### src/rtl/uart_pkg.sv
// Shared types and helpers for the parametrised UART receiver.
// State encoding, parity mode constants and counter sizing.
package uart_pkg;

    typedef enum logic [2:0] {
        IDLE,
        START,
        DATA,
        PARITY,
        STOP,
        BREAK_WAIT
    } state_e;

    localparam int PAR_NONE = 0;
    localparam int PAR_ODD  = 1;
    localparam int PAR_EVEN = 2;

    // Counter width for a count range of n; never narrower than one bit.
    function automatic int cnt_w(input int n);
        return (n <= 2) ? 1 : $clog2(n);
    endfunction

endpackage

### src/rtl/uart_rx_sampler.sv
// RX pin synchroniser plus a 3-sample majority window.
// maj combines the current synchronised sample with the two before it.
module uart_rx_sampler #(
    parameter int SYNC_STAGES = 2
) (
    input  logic clk,
    input  logic rst,
    input  logic rx_in,
    output logic rxs,
    output logic maj
);

    logic [SYNC_STAGES-1:0] sync_q;
    logic [1:0]             hist_q;

    always_ff @(posedge clk or negedge rst) begin
        if (!rst) begin
            sync_q <= '1;
            hist_q <= '1;
        end else begin
            sync_q <= {sync_q[SYNC_STAGES-2:0], rx_in};
            hist_q <= {hist_q[0], rxs};
        end
    end

    assign rxs = sync_q[SYNC_STAGES-1];
    assign maj = (rxs & hist_q[0]) | (rxs & hist_q[1]) | (hist_q[0] & hist_q[1]);

endmodule

### src/rtl/uart_rx_param.sv
// Parametrised UART receiver: bit-timing FSM, shift register and a
// one-word output buffer with valid/ready handshake and overrun pulse.
module uart_rx_param #(
    parameter int DATA_WIDTH   = 8,
    parameter int CLKS_PER_BIT = 5208,
    parameter int PARITY       = 0,
    parameter int STOP_BITS    = 1,
    parameter int SYNC_STAGES  = 2
) (
    input  logic                  clk,
    input  logic                  rst,
    input  logic                  rx_in,
    output logic [DATA_WIDTH-1:0] rx_data,
    output logic                  rx_valid,
    input  logic                  rx_ready,
    output logic                  frame_err,
    output logic                  parity_err,
    output logic                  overrun_err,
    output logic                  busy
);
    import uart_pkg::*;

    localparam int CW = cnt_w(CLKS_PER_BIT);
    localparam int BW = cnt_w(DATA_WIDTH);
    localparam logic [CW-1:0] CNT_LAST  = CW'(CLKS_PER_BIT - 1);
    localparam logic [CW-1:0] CNT_DEC   = CW'(CLKS_PER_BIT / 2 + 1);
    localparam logic [BW-1:0] BIT_LAST  = BW'(DATA_WIDTH - 1);
    localparam logic [BW-1:0] STOP_LAST = BW'(STOP_BITS - 1);

    state_e                state_q, state_d;
    logic [CW-1:0]         cnt_q, cnt_d;
    logic [BW-1:0]         bit_q, bit_d;
    logic [DATA_WIDTH-1:0] shreg_q, shreg_d;
    logic                  par_bad_q, par_bad_d;
    logic                  frm_bad_q, frm_bad_d;
    logic                  rxs, maj, dec, done, frm_fin, exp_par;

    uart_rx_sampler #(.SYNC_STAGES(SYNC_STAGES)) u_smp (
        .clk   (clk),
        .rst   (rst),
        .rx_in (rx_in),
        .rxs   (rxs),
        .maj   (maj)
    );

    assign dec     = (cnt_q == CNT_DEC);
    assign frm_fin = frm_bad_q | ~maj;
    assign exp_par = (PARITY == PAR_ODD) ? ~^shreg_q : ^shreg_q;

    always_comb begin
        state_d   = state_q;
        cnt_d     = cnt_q;
        bit_d     = bit_q;
        shreg_d   = shreg_q;
        par_bad_d = par_bad_q;
        frm_bad_d = frm_bad_q;
        done      = 1'b0;
        if (state_q != IDLE)
            cnt_d = (cnt_q == CNT_LAST) ? '0 : cnt_q + CW'(1);
        case (state_q)
            IDLE: if (!rxs) begin
                cnt_d     = '0;
                bit_d     = '0;
                par_bad_d = 1'b0;
                frm_bad_d = 1'b0;
                state_d   = START;
            end
            START: if (dec) state_d = maj ? IDLE : DATA;
            DATA: if (dec) begin
                // LSB arrives first and ends up at bit 0 after DATA_WIDTH shifts.
                shreg_d = {maj, shreg_q[DATA_WIDTH-1:1]};
                if (bit_q == BIT_LAST) begin
                    bit_d   = '0;
                    state_d = (PARITY != PAR_NONE) ? uart_pkg::PARITY : STOP;
                end else begin
                    bit_d = bit_q + BW'(1);
                end
            end
            uart_pkg::PARITY: if (dec) begin
                par_bad_d = (maj != exp_par);
                state_d   = STOP;
            end
            STOP: if (dec) begin
                frm_bad_d = frm_fin;
                if (bit_q == STOP_LAST) begin
                    // Leave STOP mid-bit so the next start edge is not missed.
                    done    = 1'b1;
                    state_d = frm_fin ? BREAK_WAIT : IDLE;
                end else begin
                    bit_d = bit_q + BW'(1);
                end
            end
            BREAK_WAIT: if (rxs) state_d = IDLE;
            default: state_d = IDLE;
        endcase
    end

    always_ff @(posedge clk or negedge rst) begin
        if (!rst) begin
            state_q   <= IDLE;
            cnt_q     <= '0;
            bit_q     <= '0;
            shreg_q   <= '0;
            par_bad_q <= 1'b0;
            frm_bad_q <= 1'b0;
        end else begin
            state_q   <= state_d;
            cnt_q     <= cnt_d;
            bit_q     <= bit_d;
            shreg_q   <= shreg_d;
            par_bad_q <= par_bad_d;
            frm_bad_q <= frm_bad_d;
        end
    end

    always_ff @(posedge clk or negedge rst) begin
        if (!rst) begin
            rx_data     <= '0;
            rx_valid    <= 1'b0;
            frame_err   <= 1'b0;
            parity_err  <= 1'b0;
            overrun_err <= 1'b0;
        end else begin
            overrun_err <= 1'b0;
            if (done) begin
                if (!rx_valid || rx_ready) begin
                    rx_data    <= shreg_q;
                    frame_err  <= frm_fin;
                    parity_err <= par_bad_q;
                    rx_valid   <= 1'b1;
                end else begin
                    overrun_err <= 1'b1;
                end
            end else if (rx_valid && rx_ready) begin
                rx_valid <= 1'b0;
            end
        end
    end

    assign busy = (state_q != IDLE);

endmodule

### config.mk
export PLATFORM = sky130hd
export DESIGN_NAME = uart_rx_param
export DESIGN_NICKNAME = d
export VERILOG_FILES = /design/src/rtl/uart_pkg.sv /design/src/rtl/uart_rx_sampler.sv /design/src/rtl/uart_rx_param.sv
export SDC_FILE = /design/constraint.sdc
export NUM_CORES = 1
export LEC_CHECK = 0
export ABC_AREA = 1
export CAP_MARGIN = 20
export CORE_MARGIN = 3
export CORE_UTILIZATION = 58
export DETAILED_ROUTE_END_ITERATION = 12
export GPL_TIMING_DRIVEN = 0
export PLACE_DENSITY = 0.84
export SYNTH_ARGS = -nofsm -noshare
export SYNTH_HDL_FRONTEND = slang
export SYNTH_SLANG_ARGS = --single-unit
### constraint.sdc
create_clock -name clk -period 2 [get_ports clk]
set_clock_uncertainty 0.05 [all_clocks]
set_input_delay 0.4 -clock clk [delete_from_list [all_inputs] [get_ports clk]]
set_output_delay 0.4 -clock clk [all_outputs]
set_load 0.05 [all_outputs]
* Word-level counts from Yosys, hierarchy flattened *
Index checks and enable logic that the tools add are counted.

operators by class
  $add $sub $neg = 2
  equal/unequal tests = 19
  muxes and demuxes = 34
  bitwise logic cells = 7
  reductions and logical operators = 18

operator list
  kind                                                    number
  2-to-1 mux 13 bit                                       4
  2-to-1 mux 3 bit                                        14
  one-hot mux 3 bit (6 select lines)                      1
  inequality test 2 bit (second input constant)           8
  adder 13 x 1 -> 13 bit (second input constant)          1
  equality test 13 x 12 -> 1 bit (second input constant)  1
  equality test 13 bit (second input constant)            1
  2-to-1 mux 1 bit                                        11
  equality test 3 bit (second input constant)             3
  one-hot mux 3 bit (3 select lines)                      1
  AND reduction 8 bit                                     1
  parity 8 bit                                            1
  equality test 3 x 2 -> 1 bit (second input constant)    2
  logical NOT 3 bit                                       2
  AND reduction 2 bit                                     3
  AND reduction 3 bit                                     2
  nonzero test 2 bit                                      3
  nonzero test 3 bit                                      2
  AND reduction 5 bit                                     1
  inequality test 2 x 1 -> 1 bit (second input constant)  2
  one-hot mux 1 bit (2 select lines)                      2
  adder 3 x 1 -> 3 bit (second input constant)            1
  bitwise AND 1 bit                                       3
  equality test 3 x 1 -> 1 bit (second input constant)    1
  7 further kinds                                         9

storage, ports and cells
  bits in registers = 45
  bits of input ports = 4
  output and inout port bits = 13
  logic and storage cells = 93

* Depth between registers and ports, before layout *
  word-level depth = 9
  gate-level depth with buffers = 10

* Modules after synthesis *
From an unflattened synthesis, not the netlist that was laid out.

unflattened totals
  cells, all modules = 307
  area, all modules = 2,391.0 µm²

by module, submodules not included
  module           times used  cells an instance  area an instance (µm²)  sequential area each (µm²)
  uart_rx_param    1           299                2,264.7                 1,026.0
  uart_rx_sampler  1           8                  126.4                   105.1

* Worst setup path before layout *
Ideal clock, no wire load.

  path kind = reg2reg
  start = register cnt_q[0]
  end = register shreg_q[5]
  setup time = 118 ps
  arrival time = 1,342 ps
  data required time = 1,832 ps
  setup slack = 490 ps
  stages on the path, launching flop included = 10
  path buffers = 1
  clock period less this slack = 1,510 ps
  path through = dfrtp_1 > ha_1 > nand2_1 > nor2_1 > nand3_2 > inv_4 > nand2_4 > buf_6 > nand2_1 > o21ai_2

on the way
  longest elaborated chain between the ends = 2

RTL lines
  what                            line                  RTL
  from (decl)                     uart_rx_param.sv:31   logic [CW-1:0] cnt_q, cnt_d;
  from (signal assigned)          uart_rx_param.sv:108  cnt_q <= cnt_d;
  equality test 13 x 12 -> 1 bit  uart_rx_param.sv:46   assign dec = (cnt_q == CNT_DEC);
  AND reduction 2 bit (no line)   --
  to (signal assigned)            uart_rx_param.sv:110  shreg_q <= shreg_d;
  to (decl)                       uart_rx_param.sv:33   logic [DATA_WIDTH-1:0] shreg_q, shreg_d;

Every way passes these cells.
A chain may end at the register's enable or synchronous reset.

* Worst setup path in the final report *
  start = register state_q[2]
  end = output port busy

on the way
  longest elaborated chain between the ends = 1

RTL lines
  what                    line                  RTL
  from (decl)             uart_rx_param.sv:30   state_e state_q, state_d;
  from (signal assigned)  uart_rx_param.sv:107  state_q <= state_d;
  nonzero test 3 bit      uart_rx_param.sv:140  assign busy = (state_q != IDLE);
  to (decl)               uart_rx_param.sv:19   output logic busy

Every way passes these cells.

==> key figures <==
Drt
  – Detailed Route Iter0 Violations: 225
  – Drt pass-1 iters: 4
  – Vias per cell: 5.24
  – Wire per inst: 12.4 um
  – WL final: 4.94 mm
  – DRC errors left: 0
  – Vias: 2081
  – Final ANT Viol Nets: 0

Min path
  – Hold Path End: u_smp.sync_q[1]
  – Worst hold path class: reg -> reg
  – WHS Path Cells: 0
  – Hold Startpoint: u_smp.sync_q[0]

CTS
  – CTS Buf Count: 5
  – Post-CTS setup buffers: 0
  – Clk slew on worst S/H paths: 80 ps
  – Clock buffer depth: 2
  – Clock Sinks: 45
  – Clk root buf: clkbuf_8
  – Max H-tree Level: 2
  – CTS tree: built
  – Clk Latency, worst-skew pair: 290 ps

Critical path
  – Reg-to-reg slack, setup: 210 ps
  – Crit Path Max Fanout: 10
  – Crit path buffers/inverters: 3
  – CP Class: reg -> out
  – RR Startpoint: cnt_q[0]
  – CP endpoint kind: output pin
  – R2R Path End: cnt_q[10]
  – CP delay by family, top: buffers and inverters
  – Worst path cell trace: inv_1 -> nand2_2 -> buf_2 -> clkbuf_4
  – Slowest stage delay, CP: 460 ps
  – Critical-path top delay cell: dfrtp_1
  – Critical Path RT: 1550 ps
  – CP arrival: 1480 ps
  – Setup crit start kind: flip-flop
  – Worst R2R Path Depth: 9

Synthesis
  – Post-Syn Area per Cell: 7.69 sq um
  – Synthesis Warnings: 0
  – Synth cell types: 30
  – Yosys top cell area share: 41.6%
  – Flops & latches, synth: 45
  – Syn_nets: 330
  – Yosys top cell by area: dfrtp_1
  – Post-synthesis cell count: 321
  – Most frequent cell after synthesis: nand2_1
  – Netlist Area Pre-Place: 2470 sq um
  – Most frequent cells after synthesis: 119 x nand2_1, 41 x dfrtp_1, 33 x inv_1, 25 x nand3_1, 17 x nand4_1
  – Share of the yosys chip area belonging to registers: 45.8%
  – Synth Flop Type: dfrtp_1
  – EDFF count, synth: 0
  – Top post-synthesis cells by area: dfrtp_1 42%, nand2_1 18%, nand3_1 5.1%
  – Synth async-reset ratio: 100%

Placement
  – IO buf count: 16
  – Hpwl dp: 3.76 mm
  – Pre-CTS setup slack: -159 ps
  – DP Cell Count: 388
  – Final GP Congestion: 0.905

Pwr
  – Sequential fraction of design power: 61.8%
  – Internal Pwr Total: 1.17 mW
  – Clock power share: 35.5%
  – VDD IR-drop max: 463 uV
  – Leakage: 1.42 nW
  – PwrDens: 532 nW/um^2
  – Switch share: 21.3%
  – Logic pwr share: 2.8%
  – Power Total: 1.49 mW
  – Net switching power figure: 0.316 mW

Final layout
  – Antenna cells: 0
  – Filler instances: 335
  – Finished Layout Cells: 397
  – NumNets Final: 355
  – Layout cell share with drive strength beyond 1: 10.1%
  – Layout area overhead: 13.3%

Timing
  – Hold Fails Final Rpt: 0
  – Unrepaired setup endpoints after global routing: no
  – Final worst-path cycle share: 96.7%
  – Worst-Margin Slew: 500 ps
  – Slew Viols, Final: 0
  – Relative slew margins: 66.5%
  – Final setup viols: 0
  – Final setup margin: 66.0 ps
  – Max Fclk: 0.517 GHz
  – Min cycle time layout: 1930 ps

Flow run
  – Max Cap Violations: 0

Die
  – Core Rows: 23
  – Die Area: 5080 sq um
  – Die H: 71.2 um
  – Die width: 71.2 um
  – Core area: 4060 sq um
  – Num ports: 17
  – Effective utilization at floorplan: 60.8%

GRT
  – Initial antenna violation count: 0
  – Pin count of the biggest net entering global routing: 34
  – Number of global-route vias before repair: 1981
  – First-pass GRT wire length: 8.81 mm
  – GRT Util Overall: 21.8%
  – GRT overflow: 0

Run status
  – Status: completed
stage by stage:
step / util [%] / hold slack [ps] / TNS (ps) / area (sq um)
after floorplan: - / 54.4 / 0 / 2470
after global placement: 66.3 / 297 / -29760 / 2690
after detailed placement: 66.7 / 263 / -159 / 2710
after CTS: 68.9 / 310 / 0 / 2790
after global routing: 68.9 / 316 / 0 / 2800
final: 68.9 / 309 / 0 / 2800
power by group through the flow:
stage	combinational (mW)	clock (mW)	sequential (mW)
6_report	0.0410	0.528	0.920
5_1_grt	0.0482	0.590	0.920
4_1_cts	0.0424	0.546	0.920
3_5_place_dp	0.0409	0	0.938
3_3_place_gp	0.0365	0	0.938
2_1_floorplan	0.0110	0	0.937
area by class of cell:
| class | count | area, sq um | area share (%) |
|---|---|---|---|
| clock buffer | 6 | 72.6 | 2.60 |
| timing repair buffer | 18 | 183 | 6.53 |
| sequential | 45 | 1130 | 40.4 |
| tap | 50 | 62.6 | 2.24 |
| clock inverter | 2 | 10.0 | 0.358 |
| inverter | 35 | 134 | 4.79 |
| buffer | 6 | 41.3 | 1.48 |
| multi-input combinational | 235 | 1160 | 41.6 |
cells in the final DEF, fill, tap and decap left out, drive strengths merged, types with 6 or more instances in the layout:
cell / netlist / layout
nand4: 17 / 17
clkdlybuf4s50: 0 / 14
o21ai: 20 / 20
nand2: 121 / 121
dfrtp: 41 / 41
xor2: 6 / 6
nand3: 27 / 27
clkbuf: 1 / 8
inv: 35 / 35
nor3: 8 / 8
nor2: 20 / 20
buf: 5 / 7
worst reg2reg max path, cell delays in order, from the launching register on:
cell and delay, ps:
dfrtp_1 520, ha_1 230, nand2_1 80, nor2_1 190
nand3_1 180, nor2_4 190, nand2_1 70, nand2_1 60
nand2_1 50, o21ai_1 110
layer usage:
layer / track usage, % / routed length, um
met5: 0 / 0
met4: 8.35 / 91
met3: 4.63 / 209
met2: 32.2 / 2170
met1: 31.5 / 2470
repair_timing:
action	CTS	global route
gates resized for setup	5	1
hold endpoints to repair	12	0
cloned	0	0
endpoints found under the setup margin	1	1
hold buffers	1	0
worst max path at each step:
stage | from | slack, ps | endpoint | depth (start not counted)
global placement | rst | -700 | shreg_q[6] | 1
CTS | state_q[2] | 60 | busy | 4
global route | state_q[2] | 3 | busy | 4
floorplan | cnt_q[0] | 490 | shreg_q[5] | 9
detailed placement | state_q[2] | -160 | busy | 4
finish | state_q[2] | 70 | busy | 4
cell families (layout without fill, tap and decap cells):
family	after synthesis	count (layout)	share of synthesized area, %
simple gates	195	195	35.2
compound gates	27	27	6.54
flops	45	45	45.8
xor+xnor	8	8	2.84
fa+ha+maj	5	5	2.53
buf+inv	41	67	7.10
sequential cells by signal (all words and copies together) (netlist names), 2 cells and up:
register	cells
bit_q	3
u_smp.sync_q	2
shreg_q	8
state_q	3
u_smp.hist_q	2
cnt_q	13
rx_data	8
Power figures use the tool's default switching activity.
